==> src/rtl/ttt_pkg.sv <==
// Shared types and constants for the 5x5 tic-tac-toe datapath.
// Latency: n/a (types and constants only).
// Backpressure: n/a.
package ttt_pkg;

    localparam int N_CELLS   = 25;
    localparam int BOARD_DIM = 5;

    typedef enum logic [1:0] {
        CELL_EMPTY = 2'b00,
        CELL_X     = 2'b01,
        CELL_O     = 2'b10,
        CELL_INV   = 2'b11
    } cell_t;

endpackage

==> src/rtl/cell_occupancy_counter.sv <==
// Combinational popcount of an occupied-cell vector.
// Latency: zero cycles (pure combinational).
// Backpressure: none; the result follows its input continuously.
module cell_occupancy_counter #(
    parameter int N_CELLS = 25,
    parameter int CNT_W   = 5
) (
    input  logic [N_CELLS-1:0] occupied,
    output logic [CNT_W-1:0]   count
);

    // Unsigned sum of set bits; CNT_W is wide enough that it never wraps.
    always_comb begin
        count = '0;
        for (int i = 0; i < N_CELLS; i++) begin
            count = count + CNT_W'(occupied[i]);
        end
    end

endmodule

==> src/rtl/board_full.sv <==
// Registered full-board detector: is_full, occupancy count and invalid-code flag.
// Latency: one cycle from board inputs to all three outputs.
// Backpressure: none; inputs are sampled on every rising edge of clk.
module board_full #(
    parameter int N_CELLS = 25,
    parameter int CNT_W   = $clog2(N_CELLS + 1)
) (
    input  logic             clk,
    input  logic             rst_n,
    input  logic [1:0]       board1,
    input  logic [1:0]       board2,
    input  logic [1:0]       board3,
    input  logic [1:0]       board4,
    input  logic [1:0]       board5,
    input  logic [1:0]       board6,
    input  logic [1:0]       board7,
    input  logic [1:0]       board8,
    input  logic [1:0]       board9,
    input  logic [1:0]       board10,
    input  logic [1:0]       board11,
    input  logic [1:0]       board12,
    input  logic [1:0]       board13,
    input  logic [1:0]       board14,
    input  logic [1:0]       board15,
    input  logic [1:0]       board16,
    input  logic [1:0]       board17,
    input  logic [1:0]       board18,
    input  logic [1:0]       board19,
    input  logic [1:0]       board20,
    input  logic [1:0]       board21,
    input  logic [1:0]       board22,
    input  logic [1:0]       board23,
    input  logic [1:0]       board24,
    input  logic [1:0]       board25,
    output logic             is_full,
    output logic [CNT_W-1:0] occupied_count,
    output logic             invalid_cell
);

    import ttt_pkg::*;

    cell_t              cells [N_CELLS];
    logic [N_CELLS-1:0] occupied;
    logic [CNT_W-1:0]   count_d, count_q;
    logic               full_d, full_q;
    logic               inv_d, inv_q;

    // Row-major packing: cells[0] is row0/col0, cells[24] is row4/col4.
    always_comb begin
        cells[0]  = cell_t'(board1);
        cells[1]  = cell_t'(board2);
        cells[2]  = cell_t'(board3);
        cells[3]  = cell_t'(board4);
        cells[4]  = cell_t'(board5);
        cells[5]  = cell_t'(board6);
        cells[6]  = cell_t'(board7);
        cells[7]  = cell_t'(board8);
        cells[8]  = cell_t'(board9);
        cells[9]  = cell_t'(board10);
        cells[10] = cell_t'(board11);
        cells[11] = cell_t'(board12);
        cells[12] = cell_t'(board13);
        cells[13] = cell_t'(board14);
        cells[14] = cell_t'(board15);
        cells[15] = cell_t'(board16);
        cells[16] = cell_t'(board17);
        cells[17] = cell_t'(board18);
        cells[18] = cell_t'(board19);
        cells[19] = cell_t'(board20);
        cells[20] = cell_t'(board21);
        cells[21] = cell_t'(board22);
        cells[22] = cell_t'(board23);
        cells[23] = cell_t'(board24);
        cells[24] = cell_t'(board25);
    end

    // Per-cell classification; the invalid code still counts as occupied.
    always_comb begin
        occupied = '0;
        inv_d    = 1'b0;
        for (int i = 0; i < N_CELLS; i++) begin
            occupied[i] = (cells[i] != CELL_EMPTY);
            inv_d       = inv_d | (cells[i] == CELL_INV);
        end
        full_d = &occupied;
    end

    cell_occupancy_counter #(
        .N_CELLS (N_CELLS),
        .CNT_W   (CNT_W)
    ) u_counter (
        .occupied (occupied),
        .count    (count_d)
    );

    // Output registers, cleared asynchronously while rst_n is low.
    always_ff @(posedge clk or negedge rst_n) begin
        if (!rst_n) begin
            full_q  <= 1'b0;
            count_q <= '0;
            inv_q   <= 1'b0;
        end else begin
            full_q  <= full_d;
            count_q <= count_d;
            inv_q   <= inv_d;
        end
    end

    assign is_full        = full_q;
    assign occupied_count = count_q;
    assign invalid_cell   = inv_q;

endmodule

==> config.mk <==
export PLATFORM = sky130hd
export DESIGN_NAME = board_full
export DESIGN_NICKNAME = d
export VERILOG_FILES = /design/src/rtl/ttt_pkg.sv /design/src/rtl/cell_occupancy_counter.sv /design/src/rtl/board_full.sv
export SDC_FILE = /design/constraint.sdc
export NUM_CORES = 1
export LEC_CHECK = 0
export ABC_CLOCK_PERIOD_IN_PS = 800
export CAP_MARGIN = 25
export CORE_MARGIN = 1.5
export CORE_UTILIZATION = 34
export CTS_CLUSTER_SIZE = 12
export DETAILED_ROUTE_END_ITERATION = 7
export GPL_TIMING_DRIVEN = 0
export PLACE_DENSITY_LB_ADDON = 0.08
export SETUP_SLACK_MARGIN = 0.15
export SLEW_MARGIN = 10
export SYNTH_ARGS = -nofsm -noshare
export SYNTH_HDL_FRONTEND = slang
export SYNTH_SLANG_ARGS = --single-unit
==> constraint.sdc <==
create_clock -name clk -period 0.8 [get_ports clk]
set_input_delay 0.16 -clock clk [delete_from_list [all_inputs] [get_ports clk]]
set_output_delay 0.16 -clock clk [all_outputs]
set_load 0.005 [all_outputs]
==> summary.md, run 1 <==
| Metric | Value |
|---|---|
| Leak Pwr | `between 0.7 and 0.8 nW` |
| Most frequent cells in the layout | `dlygate4sd2_1 (39), nor2_2 (19), fa_1 (15)` |
| Chip width | `between 50 and 60 µm` |
| #FFs+latches synth | `7` |
| DP Area | `1690 µm²` |
| Register area share after synthesis | `between 10% and 20%` |
| Critical Path End Type | `register` |
| Total grt overflow | `0` |
| GP Congestion | `0.861` |
| Crit path cell chain | `buf_6 -> or2_4 -> ha_4 -> inv_2 -> fa_1 -> fa_1 -> fa_2 -> fa_1 -> fa_2 -> inv_2 -> ha_4 -> inv_2 -> fa_2 -> nor2b_1 -> o21ai_1 -> nand2b_1` |
| Failing checks | `DRC, setup timing` |
| CP required | `~990 ps` |
| Status | `complete, but fails checks` |
| Yosys warns | `0` |
| Clk sinks | `7` |
| Dpl ws | `-3700 ps` |
| Starting Density | `roughly 36%` |
| # diodes | `0` |
| Clock Tree Root | `clkbuf_4` |
| # setup viols final | `14` |
| RSZ-0062 raised after global routing | `true` |
| Nets | `approximately 250` |
| Antenna violations before repair | `0` |
| Vias | `around 1000` |
| Core footprint | `around 2800 µm²` |
| H-tree levels | `1` |
| FILL cells | `269` |
| Hpwl dp | `2.62 mm` |
| Max incr delay on CP | `around 530 ps` |
| Iter 0 DRT Violations | `38` |
| I/O Buffers | `58` |
| Worst Hold Class | `input pin to asynchronous set/reset pin` |
| Final core occ | `around 60%` |
| Vias in the first global route | `roughly 1100` |
| Die height | `between 50 and 60 µm` |
| DRC viols | `6` |
| Power Dens Cells | `2380 nW/µm²` |
| Routed len/inst | `14.3 µm` |
| Die area | `3350 µm²` |
| Most common cell after layout, fill and taps aside | `dlygate4sd2_1` |
| Clock transition at path regs | `~50 ps` |
| Max_cap viols | `0` |
| Crit share post-route | `487%` |
| Power Total | `4.10 mW` |
| Final hold viol count | `0` |
| Crit-path slowest cell | `fa_1` |
| Syn_area_per_cell | `between 9 and 10 µm²` |
| Core Rows | `19` |
| Routed Antenna Nets | `0` |
| Final setup margin | `-3100 ps` |
| Critical Path Start Type | `input pin` |
| Worst slew pin tran | `327 ps` |
| Critical path type | `input pin to register` |
| Syn nets | `approximately 180` |
| WL final | `2.86 mm` |
| Share of post-route cells with drive strength above 1 | `36.1%` |
| Routed vias/inst | `around 5` |
| Post-route minimum period | `slightly below 4000 ps` |
| Largest net degree at the start of global routing | `8` |
| Max Clock Freq | `around 260 MHz` |
| Area grow syn2layout | `68.6%` |
| CTS tree | `built` |
| Netlist cell types | `23` |
| First-pass GRT wire length | `approximately 4.7 mm` |
| Crit path DAT | `4090 ps` |
| # hold bufs at CTS | `0` |
| Syn Inst Count | `approximately 110` |
| Syn Std Cell Area | `1020 µm²` |
| Finished Cell Area | `between 1500 and 2000 µm²` |
| GRT Resource Usage Total | `a little under a fifth` |
| Worst Path Max Fanout | `2` |
| Worst VDD drop | `about 2.2 mV` |
| First drt pass iteration count | `6` |
| Clock Path Buffers | `2` |
| Total I/O pin count | `slightly below 60` |
| Max-slew headroom | `78.0%` |
| Final Max Slew Viols | `0` |
| TritonCTS Buffers | `3` |
-- synth_stat cells --
| cell type | number | area, µm² |
|---|---|---|
| nor2_1 | 23 | 86.3 |
| fa_1 | 18 | 360 |
| inv_1 | 17 | 63.8 |
| a22oi_1 | 7 | 52.6 |
| dfrtp_1 | 7 | 175 |
| ha_1 | 7 | 87.6 |
| nand4_1 | 3 | 18.8 |
| nor4_1 | 3 | 18.8 |
| a221oi_1 | 2 | 17.5 |
| a22o_1 | 2 | 17.5 |
| nor4_2 | 2 | 25.0 |
| o21ai_0 | 2 | 10.0 |
| or2_2 | 2 | 12.5 |
| xnor2_1 | 2 | 17.5 |
| a21o_1 | 1 | 7.51 |
| a21oi_1 | 1 | 5.00 |
| a222oi_1 | 1 | 10.0 |
| nand2b_1 | 1 | 6.26 |
| nand3_1 | 1 | 5.00 |
| nor2_2 | 1 | 6.26 |
| nor2b_1 | 1 | 6.26 |
| o22ai_1 | 1 | 6.26 |
| or4_1 | 1 | 7.51 |
-- final timing paths --
check	startpoint	to	slack [ps]	depth (start not counted)
hold / removal	rst_n	occupied_count[4]$_DFF_PN0_	170	1
max in group asynchronous	rst_n	occupied_count[0]$_DFF_PN0_	390	1
min in group clk	board1[0]	invalid_cell$_DFF_PN0_	180	3
setup / recovery	board2[0]	occupied_count[4]$_DFF_PN0_	-3100	16
-- worst max-delay path: cells and delay by family --
kind                       cells  cell delay (ps)
adders and majority gates      8             3170
and+or+nand+nor                3              440
buffers and inverters          4              230
AOI/OAI and AO/OA              1               70
-- routing by layer --
layer	track usage, %	share of wire, %	up-vias
li1	-	-	495
met1	22.3	39	502
met2	34.9	55	31
met3	4.46	5.6	0
met4	0.997	0	0
met5	0	0	-
-- timing repair --
item                       CTS  global route
resized for setup          134             2
setup endpoints to repair   14            14
pin swaps                   26            13
setup buffers                1             0
-- cells by family (layout without fill, tap and decap cells) --
kind of cell	count (synthesis)	after routing	synth area share [%]
DFF	7	7	17.1
and+or+nand+nor	38	38	18.8
xor gates and xnor gates	2	2	1.71
adders and majority gates	25	25	43.8
buffers and inverters	17	80	6.23
AOI/OAI and AO/OA	17	17	12.3
-- registers in the layout (all words and copies together) (netlist names) --
name,cells
invalid_cell,1
is_full,1
occupied_count,5
-- cell type report --
| cell class | instances | area, µm² | area share, % |
|---|---|---|---|
| clock buffers | 4 | 26.3 | 1.52 |
| well taps | 31 | 38.8 | 2.25 |
| repair buffers | 59 | 498 | 28.9 |
| flip-flops and latches | 7 | 175 | 10.2 |
| inverters | 17 | 63.8 | 3.70 |
| multi-input cells | 82 | 923 | 53.5 |
-- power breakdown --
part	internal (mW)	leakage [nW]	total (mW)	switching (mW)
sequential	0.541	0.0807	0.564	0.0232
clock	0.190	0.0150	0.317	0.127
combinational	1.63	0.665	3.22	1.59
total	2.36	0.760	4.10	1.74
-- per-stage QoR --
step,std cells,setup TNS (ps),hold WS [ps]
after CTS,200,-16690,175
after floorplan,106,-14750,-136
final,200,-15820,169
after global routing,200,-16540,182
after detailed placement,195,-20350,442
after global placement,195,-19950,428
(Power assumes the default switching activity.)
==> run 2: changes to the inputs <==
--- a/config.mk
+++ b/config.mk
@@ -9,5 +9,5 @@
 export CAP_MARGIN = 25
 export CORE_MARGIN = 1.5
-export CORE_UTILIZATION = 34
+export CORE_UTILIZATION = 25
 export CTS_CLUSTER_SIZE = 12
 export DETAILED_ROUTE_END_ITERATION = 7
==> constraint.sdc (replaced) <==
create_clock -name clk -period 0.8 [get_ports clk]
set_input_delay 0.16 -clock clk [delete_from_list [all_inputs] [get_ports clk]]
set_output_delay 0.16 -clock clk [all_outputs]
set_load 0.1 [all_outputs]
==> run 2 against run 1 <==
Against the previous run:
- the run ends with setup timing left
- die area increased by 34%
- flip-flop and latch count did not move
- sequential power increased by 31%
- clock power up 55%
- cell count is 11% higher
- critical path depth unchanged
- wire length grew 5.5%
- largest cell class unchanged
- global-route usage fell by 3.5 points
==> summary.md, run 2 (synthesized netlist as in run 1, its figures left out) <==
| Metric | Value |
|---|---|
| I/O Buffers | `58 (unchanged)` |
| Post-route minimum period | `3910 ps (+7.58 ps)` |
| Critical path type | `input pin to register` |
| Max reg flops | `5 (unchanged)` |
| Hpwl dp | `2.70 mm (+3.1%)` |
| Starting Density | `25.8% (-11 points)` |
| RSZ-0062 raised after global routing | `true` |
| Crit path DAT | `4060 ps (-30 ps)` |
| First-pass GRT wire length | `4.91 mm (+4.4%)` |
| Share of post-route cells with drive strength above 1 | `66.1% (+30 points)` |
| Crit path cell chain | `buf_6 -> or2_4 -> ha_4 -> inv_2 -> fa_1 -> fa_1 -> fa_1 -> fa_1 -> fa_1 -> inv_2 -> ha_4 -> inv_2 -> fa_2 -> nor2b_1 -> o21ai_1 -> nand2b_1` |
| Sw Ratio | `47.5% (+5.0 points)` |
| Worst Hold Class | `input pin to register` |
| Crit-path most repeated cell | `fa_1` |
| Clock Tree Root | `clkbuf_8` |
| Vias in the first global route | `1087 (-3.2%)` |
| Worst Path Max Fanout | `2 (unchanged)` |
| Final Max Slew Viols | `0 (unchanged)` |
| Psw | `2.77 mW (+59%)` |
| Antenna violations before repair | `0 (unchanged)` |
| Power Dens Cells | `3010 nW/µm² (+27%)` |
| Critical Path End Type | `register` |
| Final setup margin | `-3110 ps (-7.58 ps)` |
| Largest net degree at the start of global routing | `8 (unchanged)` |
| Routed vias/inst | `4.71 (-8.3%)` |
| GP Congestion | `0.805 (-6.6%)` |
| Seq pwr share | `12.7% (-1.1 points)` |
| Nets | `249 (+0.81%)` |
| Clock Path Buffers | `2 (unchanged)` |
| Status | `complete, but fails checks` |
| # diodes | `0 (unchanged)` |
| GRT Resource Usage Total | `15.0% (-3.5 points)` |
| Gate power share | `78.9% (+0.4 points)` |
| Vias | `1042 (+1.4%)` |
| CP required | `950 ps (-40 ps)` |
| Critical Path Start Type | `input pin` |
| Clk pwr share | `8.4% (+0.7 points)` |
| DRC viols | `0 (-6)` |
| P_int | `3.06 mW (+30%)` |
| Dpl ws | `-3730 ps (-28.8 ps)` |
| Worst slew pin tran | `308 ps (-18.7 ps)` |
| Power Total | `5.83 mW (+42%)` |
| Worst VDD drop | `1.77 mV (-20%)` |
| Leak Pwr | `0.810 nW (+6.5%)` |
| Failing checks | `setup timing` |
| Max Clock Freq | `256 MHz (-0.19%)` |
| TritonCTS Buffers | `3 (unchanged)` |
| Core footprint | `3970 µm² (+42%)` |
| Max_cap viols | `0 (unchanged)` |
| Max-slew headroom | `79.4% (+1.4 points)` |
| Clk sinks | `7 (unchanged)` |
| H-tree levels | `1 (unchanged)` |
| Hold depth | `3` |
| Clock transition at path regs | `40 ps (about the same)` |
| Routed Antenna Nets | `0 (unchanged)` |
| Most common cell after layout, fill and taps aside | `buf_2` |
| Area grow syn2layout | `89.6%` |
| Crit-path slowest cell | `fa_1` |
| Crit share post-route | `488% (+0.95 points)` |
| Crit path to | `occupied_count[4]$_DFF_PN0_` |
| Die height | `67.0 µm (+16%)` |
| Total I/O pin count | `59 (unchanged)` |
| CTS tree | `built` |
| Most frequent cells in the layout | `buf_2 (24), fa_1 (17), buf_6 (14)` |
| First drt pass iteration count | `4 (-2)` |
| Core Rows | `23 (+4)` |
| Final hold viol count | `0 (unchanged)` |
| Crit. Startpoint | `board1[1]` |
| WL final | `3.02 mm (+5.5%)` |
| Die area | `4490 µm² (+34%)` |
| Max incr delay on CP | `510 ps (-20 ps)` |
| FILL cells | `387 (+44%)` |
| # setup viols final | `13 (-1)` |
| Total grt overflow | `0 (unchanged)` |
| Iter 0 DRT Violations | `33 (-13%)` |
| Chip width | `67.0 µm (+16%)` |
| Routed len/inst | `13.7 µm (-4.5%)` |
==> run 2: worst min-delay path by stage <==
| stage | slack, ps | from | end |
|---|---|---|---|
| 2_1_floorplan | -140 | rst_n | invalid_cell$_DFF_PN0_ |
| 3_3_place_gp | 430 | rst_n | occupied_count[1]$_DFF_PN0_ |
| 3_5_place_dp | 440 | rst_n | occupied_count[3]$_DFF_PN0_ |
| 4_1_cts | 190 | board1[0] | invalid_cell$_DFF_PN0_ |
| 5_1_grt | 200 | board25[1] | invalid_cell$_DFF_PN0_ |
| 6_report | 180 | board25[1] | invalid_cell$_DFF_PN0_ |
==> run 2: area by class of cell <==
| class | count | area, µm² | area share, % |
|---|---|---|---|
| Multi-Input combinational cell | 82 | 997 | 51.4 |
| Sequential cell | 7 | 201 | 10.4 |
| Inverter | 17 | 63.8 | 3.29 |
| Tap cell | 50 | 62.6 | 3.22 |
| Timing Repair Buffer | 61 | 571 | 29.4 |
| Clock buffer | 4 | 45.0 | 2.32 |
==> run 2: layer usage <==
| layer | vias to the layer above | wire [µm] | global-route usage (%) |
|---|---|---|---|
| li1 | 491 | - | - |
| met1 | 506 | 1240 | 19.3 |
| met2 | 42 | 1550 | 25.9 |
| met3 | 3 | 209 | 2.53 |
| met4 | 0 | 24 | 3.83 |
| met5 | - | 0 | 0 |
==> run 2: repair_timing <==
action / in CTS / in global routing
hold buffers: 0 / 0
gates resized for setup: 300 / 35
setup endpoints to repair: 14 / 14
pin swaps: 34 / 16
setup buffers: 2 / 1
==> run 2: power by group through the flow <==
stage	sequential, mW	combinational (mW)	clock (mW)
floorplan	1.65	2.17	0
global placement	0.662	4.03	0
detailed placement	0.672	4.09	0
CTS	0.744	4.55	0.502
global route	0.757	5.16	0.534
finish	0.739	4.60	0.491
==> run 2: critical path, delay by kind of cell <==
family	cells	cell delay, ps
buf+inv	4	240
fa+ha+maj	8	3110
compound gates	1	70
simple gates	3	480
==> run 2: metrics by stage <==
stage	TNS, ps	instances	hold slack, ps	utilization [%]	instance area (µm²)
floorplan	-14770	106	-136	-	1100
global placement	-25010	214	430	43.9	1740
detailed placement	-25120	214	439	43.9	1740
CTS	-17640	220	187	46.8	1860
global route	-17040	221	196	48.9	1940
finish	-16400	221	181	48.9	1940
==> run 3: changes to the inputs <==
- ABC_CLOCK_PERIOD_IN_PS: 800 -> 3600
- CORE_ASPECT_RATIO: not set -> 1.2
- clock period: 0.8 -> 3.6 ns (I/O delays scaled with it)
==> run 3 against run 2 <==
Against the previous run:
- global-route usage is 1.6 points lower
- sequential share of layout area decreased by 1.0 points
- largest cell class unchanged
- via count fell by 0.58%
- combinational power shrank 79%
- critical path depth is the same
- non-clock buffer count grew 1
- utilization is 1.2 points lower
- the flow still finishes with violations (setup timing)
- power decreased by 80%
==> summary.md, run 3 (synthesized netlist as in run 1, its figures left out) <==
| Metric | Value |
|---|---|
| Critical path type | `input pin to register` |
| Vias in the first global route | `1081 (-0.55%)` |
| Clock Path Buffers | `2 (unchanged)` |
| Core footprint | `3940 µm² (-0.76%)` |
| Clock transition at path regs | `40 ps (about the same)` |
| First-pass GRT wire length | `4.40 mm (-10%)` |
| Max reg flops | `5 (unchanged)` |
| Area grow syn2layout | `83.4%` |
| Die area | `4490 µm² (about the same)` |
| # setup viols final | `5 (-8)` |
| Vias | `1036 (-0.58%)` |
| Worst Path Max Fanout | `2 (unchanged)` |
| # diodes | `0 (unchanged)` |
| FILL cells | `417 (+7.8%)` |
| Antenna violations before repair | `0 (unchanged)` |
| Final hold viol count | `0 (unchanged)` |
| Power Dens Cells | `634 nW/µm² (-79%)` |
| TritonCTS Buffers | `3 (unchanged)` |
| Routed Antenna Nets | `0 (unchanged)` |
| Worst slew pin tran | `965 ps (+657 ps)` |
| Chip width | `61.4 µm (-8.3%)` |
| Share of post-route cells with drive strength above 1 | `19.8% (-46 points)` |
| First drt pass iteration count | `4 (unchanged)` |
| Dpl ws | `-1440 ps (+2290 ps)` |
| Total grt overflow | `0 (unchanged)` |
| Routed len/inst | `12.9 µm (-5.6%)` |
| Largest net degree at the start of global routing | `8 (unchanged)` |
| Clock Tree Root | `clkbuf_8` |
| DRC viols | `0 (unchanged)` |
| Iter 0 DRT Violations | `13 (-61%)` |
| Critical Path End Type | `register` |
| Clk sinks | `7 (unchanged)` |
| Max_cap viols | `0 (unchanged)` |
| I/O Buffers | `58 (unchanged)` |
| Status | `complete, but fails checks` |
| Critical Path Start Type | `input pin` |
| GP Congestion | `0.777 (-3.4%)` |
| Crit. Startpoint | `board2[1]` |
| Final Max Slew Viols | `0 (unchanged)` |
| Post-route minimum period | `~4500 ps` |
| Fin cells | `226 (+2.3%)` |
| Core Rows | `25 (+8.7%)` |
| Total I/O pin count | `59 (unchanged)` |
| Hpwl dp | `2.74 mm (+1.6%)` |
| Most common cell after layout, fill and taps aside | `clkdlybuf4s50_1` |
| Most frequent cells in the layout | `clkdlybuf4s50_1 (33), dlymetal6s2s_1 (21), fa_1 (16)` |
| RSZ-0062 raised after global routing | `true` |
| Crit share post-route | `124%` |
| Final setup margin | `-858 ps (+2250 ps)` |
| Failing checks | `setup timing` |
| Nets | `250 (+0.40%)` |
| Die height | `73.1 µm (+9.1%)` |
| # hold bufs at CTS | `0 (unchanged)` |
| CP required | `3760 ps (+2810 ps)` |
| Starting Density | `26.0% (+0.20 points)` |
| Power Total | `1.19 mW (-80%)` |
| Crit path DAT | `4620 ps (+560 ps)` |
| WL final | `2.91 mm (-3.5%)` |
| Max Clock Freq | `approximately 220 MHz` |
| Dpl cells | `218 (+1.9%)` |
| GRT Resource Usage Total | `13.4% (-1.6 points)` |
| Hold WS | `753 ps (+571 ps)` |
| Max-slew headroom | `35.5% (-44 points)` |
| Worst VDD drop | `0.213 mV (-88%)` |
| Worst Hold Class | `input pin to asynchronous set/reset pin` |
| CTS tree | `built` |
| H-tree levels | `1 (unchanged)` |
| Leak Pwr | `0.914 nW (+13%)` |
| Routed vias/inst | `4.58 (-2.8%)` |
-- run 3: cell types whose count changed in the layout (fill, tap and decap cells not counted), moves of 10 or more --
cell | before | now
buf_2 | 24 | 1
buf_6 | 14 | 3
clkdlybuf4s50_1 | 1 | 33
dlymetal6s2s_1 | 0 | 21
nor2_1 | 4 | 14
-- run 3: layer usage --
layer  wire length [µm]  share of wire, %  track usage (%)
met5                  0                 0                0
met4                 36               1.2             4.26
met3                140               4.8             1.77
met2               1670                57             25.7
met1               1070                37             14.6
-- run 3: worst paths after layout --
check,end,slack (ps)
max,occupied_count[4]$_DFF_PN0_,-860
min,is_full$_DFF_PN0_,750
max in group asynchronous,occupied_count[1]$_DFF_PN0_,2620
min in group clk,invalid_cell$_DFF_PN0_,790
-- run 3: layout make-up --
type	count	area [µm²]	share of cell area, %
clock buffers	4	45.0	2.40
flip-flops and latches	7	175	9.33
well taps	54	67.6	3.60
multi-input cells	82	863	46.0
inverters	17	63.8	3.40
repair buffers	62	662	35.3
-- run 3: what timing repair did --
item	4_1_cts	5_1_grt
hold endpoints to repair	0	0
buffers inserted	0	4
pin swaps	15	25
resized for setup	20	35
endpoints found under the setup margin	5	5
-- run 3: per-stage QoR --
stage / setup TNS, ps / area, µm² / utilization (%)
2_1_floorplan: -3420 / 1060 / -
3_3_place_gp: -6160 / 1710 / 43.3
3_5_place_dp: -6340 / 1710 / 43.3
4_1_cts: -4640 / 1750 / 44.3
5_1_grt: -4140 / 1880 / 47.6
6_report: -3620 / 1880 / 47.6
-- run 3: where the power goes --
group | switching (mW) | total (mW) | internal, mW
registers | 0.00678 | 0.128 | 0.121
logic | 0.544 | 0.953 | 0.409
clock network | 0.0319 | 0.108 | 0.0764
total | 0.583 | 1.19 | 0.606
-- run 3: critical path, stage by stage --
cell and delay [ps]:
buf_6 90, or2_4 260, ha_4 260, inv_2 30
fa_1 450, fa_1 520, fa_1 440, fa_1 530
fa_2 440, inv_2 70, ha_4 130, inv_2 40
fa_2 410, nor2b_2 110, o21ai_1 60, nand2b_1 70
